## src/rtl/list_pkg.sv

```systemverilog
// Shared encodings for the linked-list reduction engine: FSM states, reduction modes, null pointer.
package list_pkg;
  typedef enum logic [2:0] {
    S_IDLE = 3'd0,
    S_REQ  = 3'd1,
    S_WAIT = 3'd2,
    S_ACC  = 3'd3,
    S_DONE = 3'd4
  } state_t;

  localparam logic [1:0] MODE_SUM = 2'd0;
  localparam logic [1:0] MODE_MAX = 2'd1;
  localparam logic [1:0] MODE_MIN = 2'd2;
  localparam logic [1:0] MODE_CNT = 2'd3;

  localparam int NULL_ADDR = 0;
endpackage

```

## src/rtl/list_reduce_alu.sv

```systemverilog
// Combinational reduction step: folds one node value into the running accumulator.
module list_reduce_alu
  import list_pkg::*;
#(
  parameter int DW = 16
) (
  input  logic [1:0]    i_mode,
  input  logic [DW-1:0] i_acc,
  input  logic [DW-1:0] i_val,
  output logic [DW-1:0] o_new_acc,
  output logic          o_carry
);
  logic [DW:0] w_sum;

  assign w_sum = {1'b0, i_acc} + {1'b0, i_val};

  // Count mode is resolved in the top from the node counter; acc passes through here.
  always_comb begin
    o_new_acc = i_acc;
    o_carry   = 1'b0;
    case (i_mode)
      MODE_SUM: begin
        o_new_acc = w_sum[DW-1:0];
        o_carry   = w_sum[DW];
      end
      MODE_MAX: if (i_val > i_acc) o_new_acc = i_val;
      MODE_MIN: if (i_val < i_acc) o_new_acc = i_val;
      default:  o_new_acc = i_acc;
    endcase
  end
endmodule

```

## src/rtl/list_reduce_engine.sv

```systemverilog
// Walks a singly linked list in node memory from head_addr and reduces node values
// (sum/max/min/count), with a node limit that breaks cyclic lists.
module list_reduce_engine
  import list_pkg::*;
#(
  parameter int DW        = 16,
  parameter int AW        = 8,
  parameter int MAX_NODES = 255,
  parameter int CW        = 8
) (
  input  logic          clk,
  input  logic          rst,
  input  logic          start,
  input  logic [1:0]    mode,
  input  logic [AW-1:0] head_addr,
  output logic          mem_req,
  output logic [AW-1:0] mem_addr,
  input  logic          mem_rvalid,
  input  logic [DW-1:0] mem_val,
  input  logic [AW-1:0] mem_next,
  output logic [DW-1:0] result,
  output logic [CW-1:0] node_count,
  output logic          busy,
  output logic          done,
  output logic          overflow,
  output logic          timeout
);
  state_t        r_state, w_state_nxt;
  logic [1:0]    r_mode;
  logic [AW-1:0] r_cur, r_next;
  logic [DW-1:0] r_val, r_result;
  logic [CW-1:0] r_count;
  logic          r_ovf, r_tmo;

  logic [DW-1:0] w_alu_acc;
  logic          w_alu_carry;
  logic [CW-1:0] w_cnt_inc;
  logic          w_next_null, w_limit, w_head_null;

  assign w_cnt_inc   = r_count + 1'b1;
  assign w_next_null = (r_next == AW'(NULL_ADDR));
  assign w_head_null = (head_addr == AW'(NULL_ADDR));
  assign w_limit     = (w_cnt_inc == CW'(MAX_NODES));

  list_reduce_alu #(.DW(DW)) u_alu (
    .i_mode    (r_mode),
    .i_acc     (r_result),
    .i_val     (r_val),
    .o_new_acc (w_alu_acc),
    .o_carry   (w_alu_carry)
  );

  always_comb begin
    w_state_nxt = r_state;
    case (r_state)
      S_IDLE: if (start) w_state_nxt = w_head_null ? S_DONE : S_REQ;
      S_REQ:  w_state_nxt = S_WAIT;
      S_WAIT: if (mem_rvalid) w_state_nxt = S_ACC;
      S_ACC:  w_state_nxt = (w_next_null || w_limit) ? S_DONE : S_REQ;
      S_DONE: if (!start) w_state_nxt = S_IDLE;
      default: w_state_nxt = S_IDLE;
    endcase
  end

  always_ff @(posedge clk) begin
    if (rst) begin
      r_state  <= S_IDLE;
      r_mode   <= MODE_SUM;
      r_cur    <= '0;
      r_next   <= '0;
      r_val    <= '0;
      r_result <= '0;
      r_count  <= '0;
      r_ovf    <= 1'b0;
      r_tmo    <= 1'b0;
    end else begin
      r_state <= w_state_nxt;
      case (r_state)
        S_IDLE: if (start) begin
          r_mode   <= mode;
          r_cur    <= head_addr;
          r_count  <= '0;
          r_ovf    <= 1'b0;
          r_tmo    <= 1'b0;
          // An empty list reports 0 even in min mode.
          r_result <= (mode == MODE_MIN && !w_head_null) ? '1 : '0;
        end
        S_WAIT: if (mem_rvalid) begin
          r_val  <= mem_val;
          r_next <= mem_next;
        end
        S_ACC: begin
          r_count  <= w_cnt_inc;
          r_result <= (r_mode == MODE_CNT) ? DW'(w_cnt_inc) : w_alu_acc;
          if (r_mode == MODE_SUM && w_alu_carry) r_ovf <= 1'b1;
          if (!w_next_null && w_limit) r_tmo <= 1'b1;
          if (!w_next_null && !w_limit) r_cur <= r_next;
        end
        default: ;
      endcase
    end
  end

  assign mem_req    = (r_state == S_REQ);
  assign mem_addr   = r_cur;
  assign result     = r_result;
  assign node_count = r_count;
  assign busy       = (r_state == S_REQ) || (r_state == S_WAIT) || (r_state == S_ACC);
  assign done       = (r_state == S_DONE);
  assign overflow   = r_ovf;
  assign timeout    = r_tmo;
endmodule

```

## config.mk

```make
export PLATFORM = sky130hd
export DESIGN_NAME = list_reduce_engine
export DESIGN_NICKNAME = d
export VERILOG_FILES = /design/src/rtl/list_pkg.sv /design/src/rtl/list_reduce_alu.sv /design/src/rtl/list_reduce_engine.sv
export SDC_FILE = /design/constraint.sdc
export NUM_CORES = 1
export LEC_CHECK = 0
export ABC_AREA = 1
export BUFFER_PORTS_ARGS = -buffer_cell sky130_fd_sc_hd__buf_2
export CAP_MARGIN = 20
export CORE_MARGIN = 3
export CORE_UTILIZATION = 57
export DETAILED_ROUTE_END_ITERATION = 8
export PLACE_DENSITY = 0.81
export SLEW_MARGIN = 30
export SYNTH_ARGS = -nofsm -noshare
export SYNTH_HDL_FRONTEND = slang
export SYNTH_SLANG_ARGS = --single-unit
```

## constraint.sdc

```tcl
create_clock -name clk -period 2.2 [get_ports clk]
set_clock_uncertainty 0.05 [all_clocks]
set_input_delay 0.44 -clock clk [delete_from_list [all_inputs] [get_ports clk]]
set_output_delay 0.44 -clock clk [all_outputs]
set_load 0.01 [all_outputs]
```

Yosys cells after proc, flatten, opt, wreduce, memory -nomap -nowiden

Index checks and enable logic that the tools add are counted.

Register bits: 63
Bits in latches: 0
Memory bits (writable): 0
ROM bits: 0
Bits of input ports: 38
Output and inout bits: 37
Word-level logic and storage cells: 78
Memories kept: 0

Add/subtract/negate cells: 2
Multipliers: 0
Div/mod/pow operators: 0
$lt $le $gt $ge: 2
Eq/ne operators: 18
Shift-type cells: 0
Mux-type cells: 24
Bitwise operators: 0
Reduce and logical (&&, ||, !) cells: 23

Operators by type and width:

| operator                                                         | count |
|---|---|
| 16-bit 2-to-1 mux                                                | 5 |
| 16-bit case mux with 3 select lines                              | 1 |
| 16-bit case mux with 2 select lines                              | 1 |
| 8-bit case mux with 2 select lines                               | 2 |
| 8-bit 2-to-1 mux                                                 | 3 |
| 16-bit by 16-bit adder with 17-bit output                        | 1 |
| 16-bit > comparator                                              | 1 |
| 8-bit zero test                                                  | 2 |
| 16-bit less-than comparator                                      | 1 |
| 3-bit 2-to-1 mux                                                 | 5 |
| 3-bit case mux with 5 select lines                               | 1 |
| 2-bit != test (second input constant)                            | 6 |
| 3-bit AND reduction                                              | 4 |
| 8-bit by 1-bit adder with 8-bit output (second input constant)   | 1 |
| 8-bit == test (second input constant)                            | 1 |
| 4-bit by 3-bit != test with 1-bit output (second input constant) | 2 |
| 2-bit == test (second input constant)                            | 3 |
| 3-bit by 2-bit == test with 1-bit output (second input constant) | 2 |
| 2-bit AND reduction                                              | 3 |
| 5-bit by 3-bit != test with 1-bit output (second input constant) | 1 |
| 5-bit AND reduction                                              | 1 |
| 1-bit logical AND                                                | 4 |
| 1-bit 2-to-1 mux                                                 | 4 |
| 1-bit case mux with 2 select lines                               | 2 |
| 8 further kinds                                                  | 12 |

Logic depth before layout (Yosys ltp)

Gate-level depths: netlist of the first run.

Depth in word-level cells: 6
Mapped depth: 15
Gate-level depth less buffers: 15

Hierarchy

Synthesis of the first run repeated with hierarchy kept, for this count alone.

Cell total of the unflattened synthesis: 798
Area total of the unflattened synthesis: 5056.1 um^2

Modules (own cells, without submodules):

| module             | instances | cells each | area an instance (um^2) | seq. area each (um^2) |
|---|---|---|---|---|
| list_reduce_engine | 1         | 381        | 2847.7                  | 1261.2 |
| list_reduce_alu    | 1         | 417        | 2208.4                  | 0.0 |

Worst setup path before layout of the first run

No wires, ideal clock.

Kind: register to register
Start point: register r_result[0], in the netlist result[0]
End point: register r_result[10], in the netlist result[10]
Setup time: 0.113 ns
Arrival time: 1.796 ns
Data required time: 2.037 ns
Slack: 0.242 ns
Stages on the path, launching flop included: 14
Path buffers: 0
Period minus slack after synthesis: 1.958 ns
Path through: dfxtp_1 > ha_1 > inv_1 > fa_1 > inv_1 > nand3_1 > nand3_1 > nand2_1 > nand3_1 > nand2_1 > o21ai_0 > nand2_1 > nor2_1 > nor2_1

Word-level cells in the longest chain between the ends: 4
Elaborated cells between the ends (all ways): 9
Classes of those cells: 1 x add/sub; 2 x order compare; 2 x eq/ne; 3 x mux; 1 x reduce/logical

RTL lines:

| item                                      | RTL line                 | text |
|---|---|---|
| from (decl)                               | list_reduce_engine.sv:31 | `logic [DW-1:0] r_val, r_result;` |
| from (signal assigned)                    | list_reduce_engine.sv:86 | `r_result <= (mode == MODE_MIN && !w_head_null) ? '1 : '0;` |
| from (signal assigned)                    | list_reduce_engine.sv:94 | `r_result <= (r_mode == MODE_CNT) ? DW'(w_cnt_inc) : w_alu_acc;` |
| 16-bit by 16-bit adder with 17-bit output | list_reduce_alu.sv:15    | `assign w_sum = {1'b0, i_acc} + {1'b0, i_val};` |
| 16-bit case mux with 3 select lines       | list_reduce_alu.sv:21    | `case (i_mode)` |
| 16-bit 2-to-1 mux                         | list_reduce_engine.sv:94 |  |
| 16-bit case mux with 2 select lines       | list_reduce_engine.sv:78 | `case (r_state)` |

Several ways; a longest one is shown, not always the timed one.
A chain may end at the register's enable or synchronous reset.

Worst setup path after layout of the first run

Start point: register r_result[6], in the netlist result[6]
End point: register r_result[7], in the netlist result[7]

Same word-level chain as after synthesis.

==> results of run 1 <==
-- tightest hold or removal path: cells and delay by family --
family / cells / cell delay [ps]
buffers and inverters: 1 / 70
AOI/OAI and AO/OA: 1 / 70
and+or+nand+nor: 1 / 70
-- what timing repair did --
action / 4_1_cts / 5_1_grt
setup buffers: 0 / 2
resized for setup: 0 / 38
endpoints found under the setup margin: 0 / 17
-- cells in the final DEF (no fill, tap or decap), types with 3 or more instances in the layout --
cell / Yosys / routed
inv_6: 1 / 4
buf_2: 3 / 74
nand3_1: 45 / 44
ha_4: 0 / 4
inv_2: 4 / 5
o21bai_1: 7 / 7
nand2_4: 3 / 3
nor3_1: 3 / 3
dfxtp_1: 63 / 55
nor2_1: 89 / 82
ha_1: 38 / 29
dfxtp_2: 0 / 7
nand4_1: 9 / 9
buf_4: 2 / 17
a21oi_1: 66 / 66
o21ai_0: 48 / 46
o21ai_1: 3 / 5
ha_2: 0 / 5
nand2_1: 185 / 182
clkbuf_8: 0 / 9
inv_1: 101 / 100
nand2_2: 7 / 10
nand3_2: 2 / 3
nor2_2: 4 / 11
-- path summary, 6_finish.rpt --
check	from	end	slack (ps)	cells past startpoint
max	result[6]	result[7]	60	12
min	mem_val[12]	r_val[12]	300	3
max reg2reg	result[6]	result[7]	60	12
min reg2reg	overflow	overflow	400	2
-- power by group --
| part | internal [mW] | switching (mW) | leakage, nW |
|---|---|---|---|
| Clock | 0.535 | 0.521 | 0.101 |
| Sequential | 1.35 | 0.150 | 0.518 |
| Combinational | 0.892 | 1.46 | 2.20 |
-- sequential cells by signal, indices dropped and copies added (netlist names) --
| register | flops |
|---|---|
| r_val | 16 |
| result | 16 |
| mem_addr | 8 |
| node_count | 8 |
| r_next | 8 |
| r_state | 3 |
| r_mode | 2 |
| overflow | 1 |
| timeout | 1 |
-- cells by family (layout without fill, tap and decap cells) --
kind of cell | count (synthesis) | after routing | share of synthesized area, %
and+or+nand+nor | 354 | 354 | 33.4
AOI/OAI and AO/OA | 134 | 134 | 15.9
buffers and inverters | 131 | 217 | 11.8
DFF | 63 | 63 | 27.7
adders and majority gates | 39 | 39 | 10.9
xor gates and xnor gates | 2 | 2 | 0.384
-- cell type report --
cell class / count / share of cell area (%)
clock inverter: 7 / 1.43
clock buffer: 9 / 2.29
multi-input combinational: 529 / 52.8
timing repair buffer: 94 / 10.2
tap: 99 / 2.29
inverter: 107 / 7.52
sequential: 63 / 23.5
-- metrics by stage --
stage               hold slack [ps]  cells  power [mW]  util [%]  area [µm²]
finish                          302    908        4.90      72.3        5410
detailed placement              390    890        3.71      67.9        5080
CTS                             290    906        4.76      70.6        5280
floorplan                       394    723        3.08         -        4560
global placement                388    890        3.65      67.9        5080
global route                    304    908        5.28      72.3        5410
-- layer usage --
metal / global-route usage, % / vias to the layer above / wire length, µm
met2: 43.3 / 154 / 5510
met1: 36.9 / 2146 / 5630
met3: 5.29 / 14 / 858
li1: - / 2453 / -
met5: 0 / - / 0
met4: 9.12 / 0 / 181
==> summary.txt, run 1 <==
outcome: complete, no violations
DRC: 0
I/O pin total: 75
Num CTS Buffers: 9
vias per cell: 5.25
layout cells sized above 1: 20.9%
Max Cap Viol: 0
GRT Total Usage: 27.2%
peak fanout along the critical path: 8
core area: 7490 µm²
Worst EP arrival: 2330 ps
Seq cells post-synth: 63
initial core utilization: 60.9%
vias in the first global route: 4,368
data required time of the worst path: 2390 ps
YS warnings: 0
total gr overflow: 0
Critical path buffers and inverters: 2
Port Buffers: 74
CP Class: reg -> reg
Fmax: 467 MHz
Area growth syn-to-layout: 18.6%
RSZ-0062 raised after global routing: yes
crit end category: flop
setup ws final: 58.1 ps
clock buffer depth: 2
Post-CTS Hold Buffers: 0
Crit path max-delay family: simple AND/OR/NAND/NOR gates
# fillers: 665
DP HPWL: 9190 µm
Slew Limit Fails: 0
most frequent cell after synthesis: nand2_1
root buffer cell: clkbuf_8
clk slew on worst S/H paths: 80 ps
Detailed Routing Iterations Pass 1: 5
sequential share of the synthesized area: 27.7%
first-pass GRT wire length: 19,500 µm
Die X: 95.4 µm
top-area cell type share of the netlist area: 27.7%
post-route ant nets: 0
mapped cell area: 4560 µm²
DIE HEIGHT: 95.4 µm
diodes inserted: 0
Worst Hold Class: in -> reg
crit path cell chain: inv_1, ha_2, nand4_1, nor2_2, nand2_1, nand3_2, nand2_2, nand3_2, nand3_4, buf_4, nor2_1, nor2_1
Mapped Nets: 800
final setup fails: 0
CP max stage cell: ha_2
Yosys top cell by area: dfxtp_1
Avg Cell Area, Syn: 6.31 µm²
antenna violations before repair: 0
slowest stage delay, CP: 410 ps
synth top area cells: dfxtp_1, nand2_1, ha_1
slew margin rel.: 71.9%
Core Rows: 31
ys async rst share: 0%
Top FF cell, synth: dfxtp_1
largest net degree at the start of global routing: 47
WL per Instance: 13.4 µm
sequential cell area: 1270 µm²
CTS H-tree depth: 3
Final Hold Vio Count: 0
Skew-Pair Late Insertion Delay: 340 ps
setup TNS: 0 ps
distinct cell type count of the synthesized netlist: 41
routability congestion estimate: 0.933
1st-iter DRT viols: 259
Vias: 4,767
layout net count: 881
worst slack, placed: 56.4 ps
CTS tree: built
power per standard cell area: 907 nW/µm²
commonest cells in the synthesized netlist: nand2_1, inv_1, nor2_1, a21oi_1, dfxtp_1
Final period util: 97.4%
die area: 9110 µm²
clk sinks: 63
cell count after synthesis: 723
startpoint types: flop
fin crit period: 2140 ps
multi-input logic area: 2850 µm²
Slew @ Worst Pin: 421 ps
final WL: 12,200 µm
Post-synth EDFFs: 0
leakage power: 2.82 nW
Worst VDD drop: 0.569 mV
Note: power is estimated with default switching activity, not from simulation.
==> inputs of run 2 (changes only) <==
--- a/config.mk
+++ b/config.mk
@@ -9,9 +9,9 @@
 export BUFFER_PORTS_ARGS = -buffer_cell sky130_fd_sc_hd__buf_2
 export CAP_MARGIN = 20
 export CORE_MARGIN = 3
-export CORE_UTILIZATION = 57
+export CORE_UTILIZATION = 35
 export DETAILED_ROUTE_END_ITERATION = 8
-export PLACE_DENSITY = 0.81
+export PLACE_DENSITY = 0.54
 export SLEW_MARGIN = 30
 export SYNTH_ARGS = -nofsm -noshare
 export SYNTH_HDL_FRONTEND = slang
==> run 2 against run 1 <==
First-iteration DRC count down 15%. Setup slack better by 63 ps. Register-to-register slack better by 60 ps. Clock power up 35%. Worst hold slack worse by 1.8 ps. Total power up 8.6%. Cell area up 3.9%.
==> summary.txt, run 2 (synthesized netlist as in run 1, its figures left out) <==
cell area after placement: 5200 µm² (+2.3%)
total gr overflow: 0 (unchanged)
peak fanout along the critical path: 17 (+9)
DIE HEIGHT: 120 µm (+26%)
Final period util: 94.5% (-2.9 points)
Area growth syn-to-layout: 23.2%
WL per Instance: 13.5 µm (+0.47%)
Int Power: 3.16 mW (+14%)
Die X: 120 µm (+26%)
Core Rows: 41 (+32%)
Clk network pwr share: 26.9% (+5.4 points)
largest net degree at the start of global routing: 44 (-6.4%)
Port Buffers: 74 (unchanged)
CTS tree: built
setup TNS: 0 ps (unchanged)
Slew Limit Fails: 0 (unchanged)
DP HPWL: 9930 µm (+8.1%)
most common cell after layout, fill and taps aside: nand2_1
data required time of the worst path: 2380 ps (about the same)
reg2reg path depth: 14 (+2)
antenna violations before repair: 0 (unchanged)
Max Cap Viol: 0 (unchanged)
die area: 14,400 µm² (+58%)
Worst Hold Class: in -> reg
Slew @ Worst Pin: 407 ps (-13.7 ps)
clock buffer depth: 2 (unchanged)
I/O pin total: 75 (unchanged)
Fmax: 481 MHz (+3.0%)
outcome: complete, no violations
clk sinks: 63 (unchanged)
worst slack, placed: 33.7 ps (-22.7 ps)
first-pass GRT wire length: 21,400 µm (+9.3%)
post-route ant nets: 0 (unchanged)
startpoint types: flop
NetSw: 2.17 mW (+2.0%)
initial core utilization: 36.0% (-25 points)
slew margin rel.: 72.9% (+0.91 points)
most frequent cells in the layout: nand2_1, inv_1, nor2_1
Crit. path cell count: 14 (+2)
routability congestion estimate: 0.887 (-5.0%)
Overall Power: 5.33 mW (+8.6%)
Detailed Routing Iterations Pass 1: 5 (unchanged)
Final Hold Vio Count: 0 (unchanged)
core area: 12,700 µm² (+69%)
minimum hold slack: 300 ps (-1.78 ps)
RSZ-0062 raised after global routing: yes
Hold Path Stages: 3 (unchanged)
CTS H-tree depth: 3 (unchanged)
vias in the first global route: 4,450 (+1.9%)
Vias: 4,715 (-1.1%)
leakage power: 2.88 nW (+2.1%)
Layout Utilization: 44.3% (-28 points)
slowest stage delay, CP: 360 ps (-50 ps)
layout net count: 880 (-0.11%)
fin crit period: 2080 ps (-63.3 ps)
Crit path max-delay family: simple AND/OR/NAND/NOR gates
crit path cell chain: inv_1, ha_1, nand2_2, nor2_4, nand2_2, nor2_2, nand2_1, nand3_2, nand3_1, nand3_4, buf_12, nand2_1, nand2_1, nor2_1
Skew-Pair Late Insertion Delay: 340 ps (about the same)
CP max stage cell: dfxtp_1
Post-CTS Hold Buffers: 0 (unchanged)
vias per cell: 4.82 (-8.3%)
post-route cell area: 5620 µm² (+3.9%)
Worst VDD drop: 0.378 mV (-34%)
final WL: 13,200 µm (+8.3%)
DRC: 0 (unchanged)
combinational group share of total power: 44.9% (-2.9 points)
1st-iter DRT viols: 219 (-15%)
crit end category: flop
Num CTS Buffers: 9 (unchanged)
layout cells sized above 1: 19.8% (-1.1 points)
diodes inserted: 0 (unchanged)
power per standard cell area: 948 nW/µm² (+4.5%)
clk slew on worst S/H paths: 60 ps (-20 ps)
GRT Total Usage: 18.6% (-8.6 points)
cell mode on critical path: nand2_1
final setup fails: 0 (unchanged)
CP Class: reg -> reg
setup ws final: 121 ps (+63.3 ps)
Critical path buffers and inverters: 2 (unchanged)
Placed Cells: 963 (+8.2%)
root buffer cell: clkbuf_16
Worst EP arrival: 2260 ps (-70 ps)
Seq pwr share: 28.2% (-2.4 points)
net switching share of the total power: 40.7% (-2.6 points)
final non-filler cell total: 979 (+7.8%)
==> run 2: changes by cell type in the layout (fill, tap and decap cells not counted), moves of 3 or more <==
cell / previous run / this run
clkbuf_8: 9 / 1
dfxtp_2: 7 / 4
inv_6: 4 / 1
a21oi_2: 2 / 5
dfxtp_1: 55 / 59
clkbuf_16: 0 / 9
a21oi_1: 66 / 63
ha_2: 5 / 2
==> run 2: layout make-up <==
cell class              instances  area (µm²)
fillers                      1375        7050
multi-input cells             529        2870
flip-flops and latches         63        1270
repair buffers                 93         563
inverters                     107         407
clock buffers                  10         239
well taps                     172         215
clock inverters                 5        58.8
==> run 2: worst paths after layout <==
path                                   from     endpoint  slack (ps)
worst min register to register  mem_addr[6]  mem_addr[6]         410
worst max register to register   result[14]    result[1]         120
worst max-delay path             result[14]    result[1]         120
worst min-delay path            mem_val[13]    r_val[13]         300
==> run 2: worst min-delay path: stages <==
cell,delay [ps]
buf_2,70
o21ai_0,70
nor2_1,70
==> run 2: repair_timing <==
item	4_1_cts	5_1_grt
resized for setup	0	28
endpoints found under the setup margin	0	18
buffers inserted	0	1
==> run 2: layer usage <==
layer / track usage [%] / wire (µm) / share of wire, % / up-vias
met3: 3.82 / 686 / 5.2 / 21
met2: 29.8 / 5940 / 45 / 115
met4: 8.73 / 365 / 2.8 / 0
met5: 0 / 0 / 0 / -
li1: - / - / - / 2458
met1: 24.0 / 6210 / 47 / 2121
==> run 2: power groups by stage <==
stage	registers (mW)	clock network (mW)	logic, mW
global placement	1.50	0	2.26
detailed placement	1.52	0	2.27
global route	1.53	1.53	2.69
CTS	1.49	1.48	2.28
floorplan	1.55	0	1.53
finish	1.50	1.43	2.39
==> inputs of run 3 (changes only) <==
==> constraint.sdc (replaced) <==
create_clock -name clk -period 2.6 [get_ports clk]
set_clock_uncertainty 0.05 [all_clocks]
set_input_delay 0.52 -clock clk [delete_from_list [all_inputs] [get_ports clk]]
set_output_delay 0.52 -clock clk [all_outputs]
set_load 0.01 [all_outputs]
==> run 3 against run 2 <==
Sequential cell count unchanged. Sequential share of layout area increased by 0.95 points. First-iteration DRC count shrank 8.2%. Worst hold slack gained 90 ps. Global-route usage is 0.25 points lower. Clock power down 15%. Critical path depth down 2. Via count shrank 3.1%. Total power shrank 20%.
==> summary.txt, run 3 (synthesized netlist as in run 1, its figures left out) <==
Area growth syn-to-layout: 17.8%
Slew Limit Fails: 0 (unchanged)
Post-CTS Setup Bufs: 0 (unchanged)
die area: 14,400 µm² (unchanged)
antenna violations before repair: 0 (unchanged)
Worst Hold Class: in -> reg
CP Class: reg -> reg
GRT Total Usage: 18.4% (-0.25 points)
routability congestion estimate: 0.873 (-1.5%)
root buffer cell: clkbuf_16
vias in the first global route: 4,496 (+1.0%)
largest net degree at the start of global routing: 33 (-25%)
crit end category: flop
Port Buffers: 74 (unchanged)
Placed Cells: 953 (-1.0%)
Core Rows: 41 (unchanged)
slowest stage delay, CP: 370 ps (about the same)
clk slew on worst S/H paths: 60 ps (about the same)
Final Hold Vio Count: 0 (unchanged)
layout net count: 869 (-1.3%)
WL per Instance: 13.1 µm (-2.5%)
most frequent cells in the layout: nand2_1, inv_1, nor2_1
Post-CTS Hold Buffers: 0 (unchanged)
clk sinks: 63 (unchanged)
core area: 12,700 µm² (unchanged)
first-pass GRT wire length: 21,200 µm (-0.61%)
outcome: complete, no violations
leakage power: 2.79 nW (-3.0%)
post-cts sizing count: 0 (unchanged)
layout cells sized above 1: 15.8% (-4.0 points)
data required time of the worst path: 2780 ps (+400 ps)
Overall Power: 4.26 mW (-20%)
fin crit period: 2310 ps (+227 ps)
cell area after placement: 5070 µm² (-2.4%)
Crit path max-delay family: simple AND/OR/NAND/NOR gates
Worst VDD drop: 0.347 mV (-8.3%)
most common cell after layout, fill and taps aside: nand2_1
1st-iter DRT viols: 201 (-8.2%)
Vias: 4,570 (-3.1%)
clock buffer depth: 2 (unchanged)
post-route cell area: 5370 µm² (-4.4%)
peak fanout along the critical path: 32 (+15)
Num CTS Buffers: 9 (unchanged)
Detailed Routing Iterations Pass 1: 5 (unchanged)
DIE HEIGHT: 120 µm (unchanged)
minimum hold slack: 390 ps (+90.3 ps)
RSZ-0062 raised after global routing: no
post-route ant nets: 0 (unchanged)
DRC: 0 (unchanged)
Final period util: 88.7% (-5.8 points)
CTS H-tree depth: 3 (unchanged)
Die X: 120 µm (unchanged)
CTS tree: built
setup TNS: 0 ps (unchanged)
CP max stage cell: dfxtp_1
power per standard cell area: 794 nW/µm² (-16%)
slew margin rel.: 72.9% (about the same)
Skew-Pair Late Insertion Delay: 340 ps (about the same)
Slew @ Worst Pin: 407 ps (-0.545 ps)
diodes inserted: 0 (unchanged)
final setup fails: 0 (unchanged)
Fmax: 434 MHz (-9.9%)
I/O pin total: 75 (unchanged)
crit path cell chain: inv_1, ha_1, nand2_2, inv_1, nand2_1, nand2_1, a21oi_1, nand3_2, nand3_1, nand3_4, nor2_1, nor2_1
DP HPWL: 9710 µm (-2.2%)
total gr overflow: 0 (unchanged)
Worst EP arrival: 2490 ps (+230 ps)
startpoint types: flop
Critical path buffers and inverters: 2 (unchanged)
final non-filler cell total: 968 (-1.1%)
initial core utilization: 36.0% (unchanged)
Max Cap Viol: 0 (unchanged)
final WL: 12,700 µm (-3.6%)
vias per cell: 4.72 (-2.0%)
run 3: final timing paths:
path,start,endpoint,slack [ps],cells after the start
worst max-delay path,result[15],result[11],290,12
worst max register to register,result[15],result[11],290,12
worst min-delay path,mem_val[13],r_val[13],390,3
worst min register to register,mem_addr[7],mem_addr[7],410,2
run 3: area by class of cell:
type	count	area, µm²
clock buffer	10	239
fill	1371	7300
timing repair buffer	82	430
clock inverter	5	58.8
multi-input combinational	529	2760
inverter	107	407
sequential	63	1260
tap	172	215
run 3: report_power, final:
group          switching, mW  total (mW)  internal (mW)
Sequential             0.130        1.27           1.14
Clock                  0.459        1.22          0.762
Combinational           1.16        1.78          0.619
run 3: routing by layer:
metal	vias to the layer above	GRT usage (%)	part of all wire (%)
met5	-	0	0
met4	0	9.23	3.2
met3	25	3.20	3.6
met2	83	29.8	45
met1	2031	23.4	48
li1	2431	-	-
run 3: tightest hold or removal path, stage by stage:
cell and delay, ps:
buf_2 70, o21ai_0 70, nor2_1 80
run 3: stage by stage:
stage | utilization (%) | worst slack, ps
finish | 42.4 | 294
global placement | 40.0 | 326
CTS | 42.4 | 266
global route | 42.4 | 0.333
detailed placement | 40.0 | 291
floorplan | - | 642
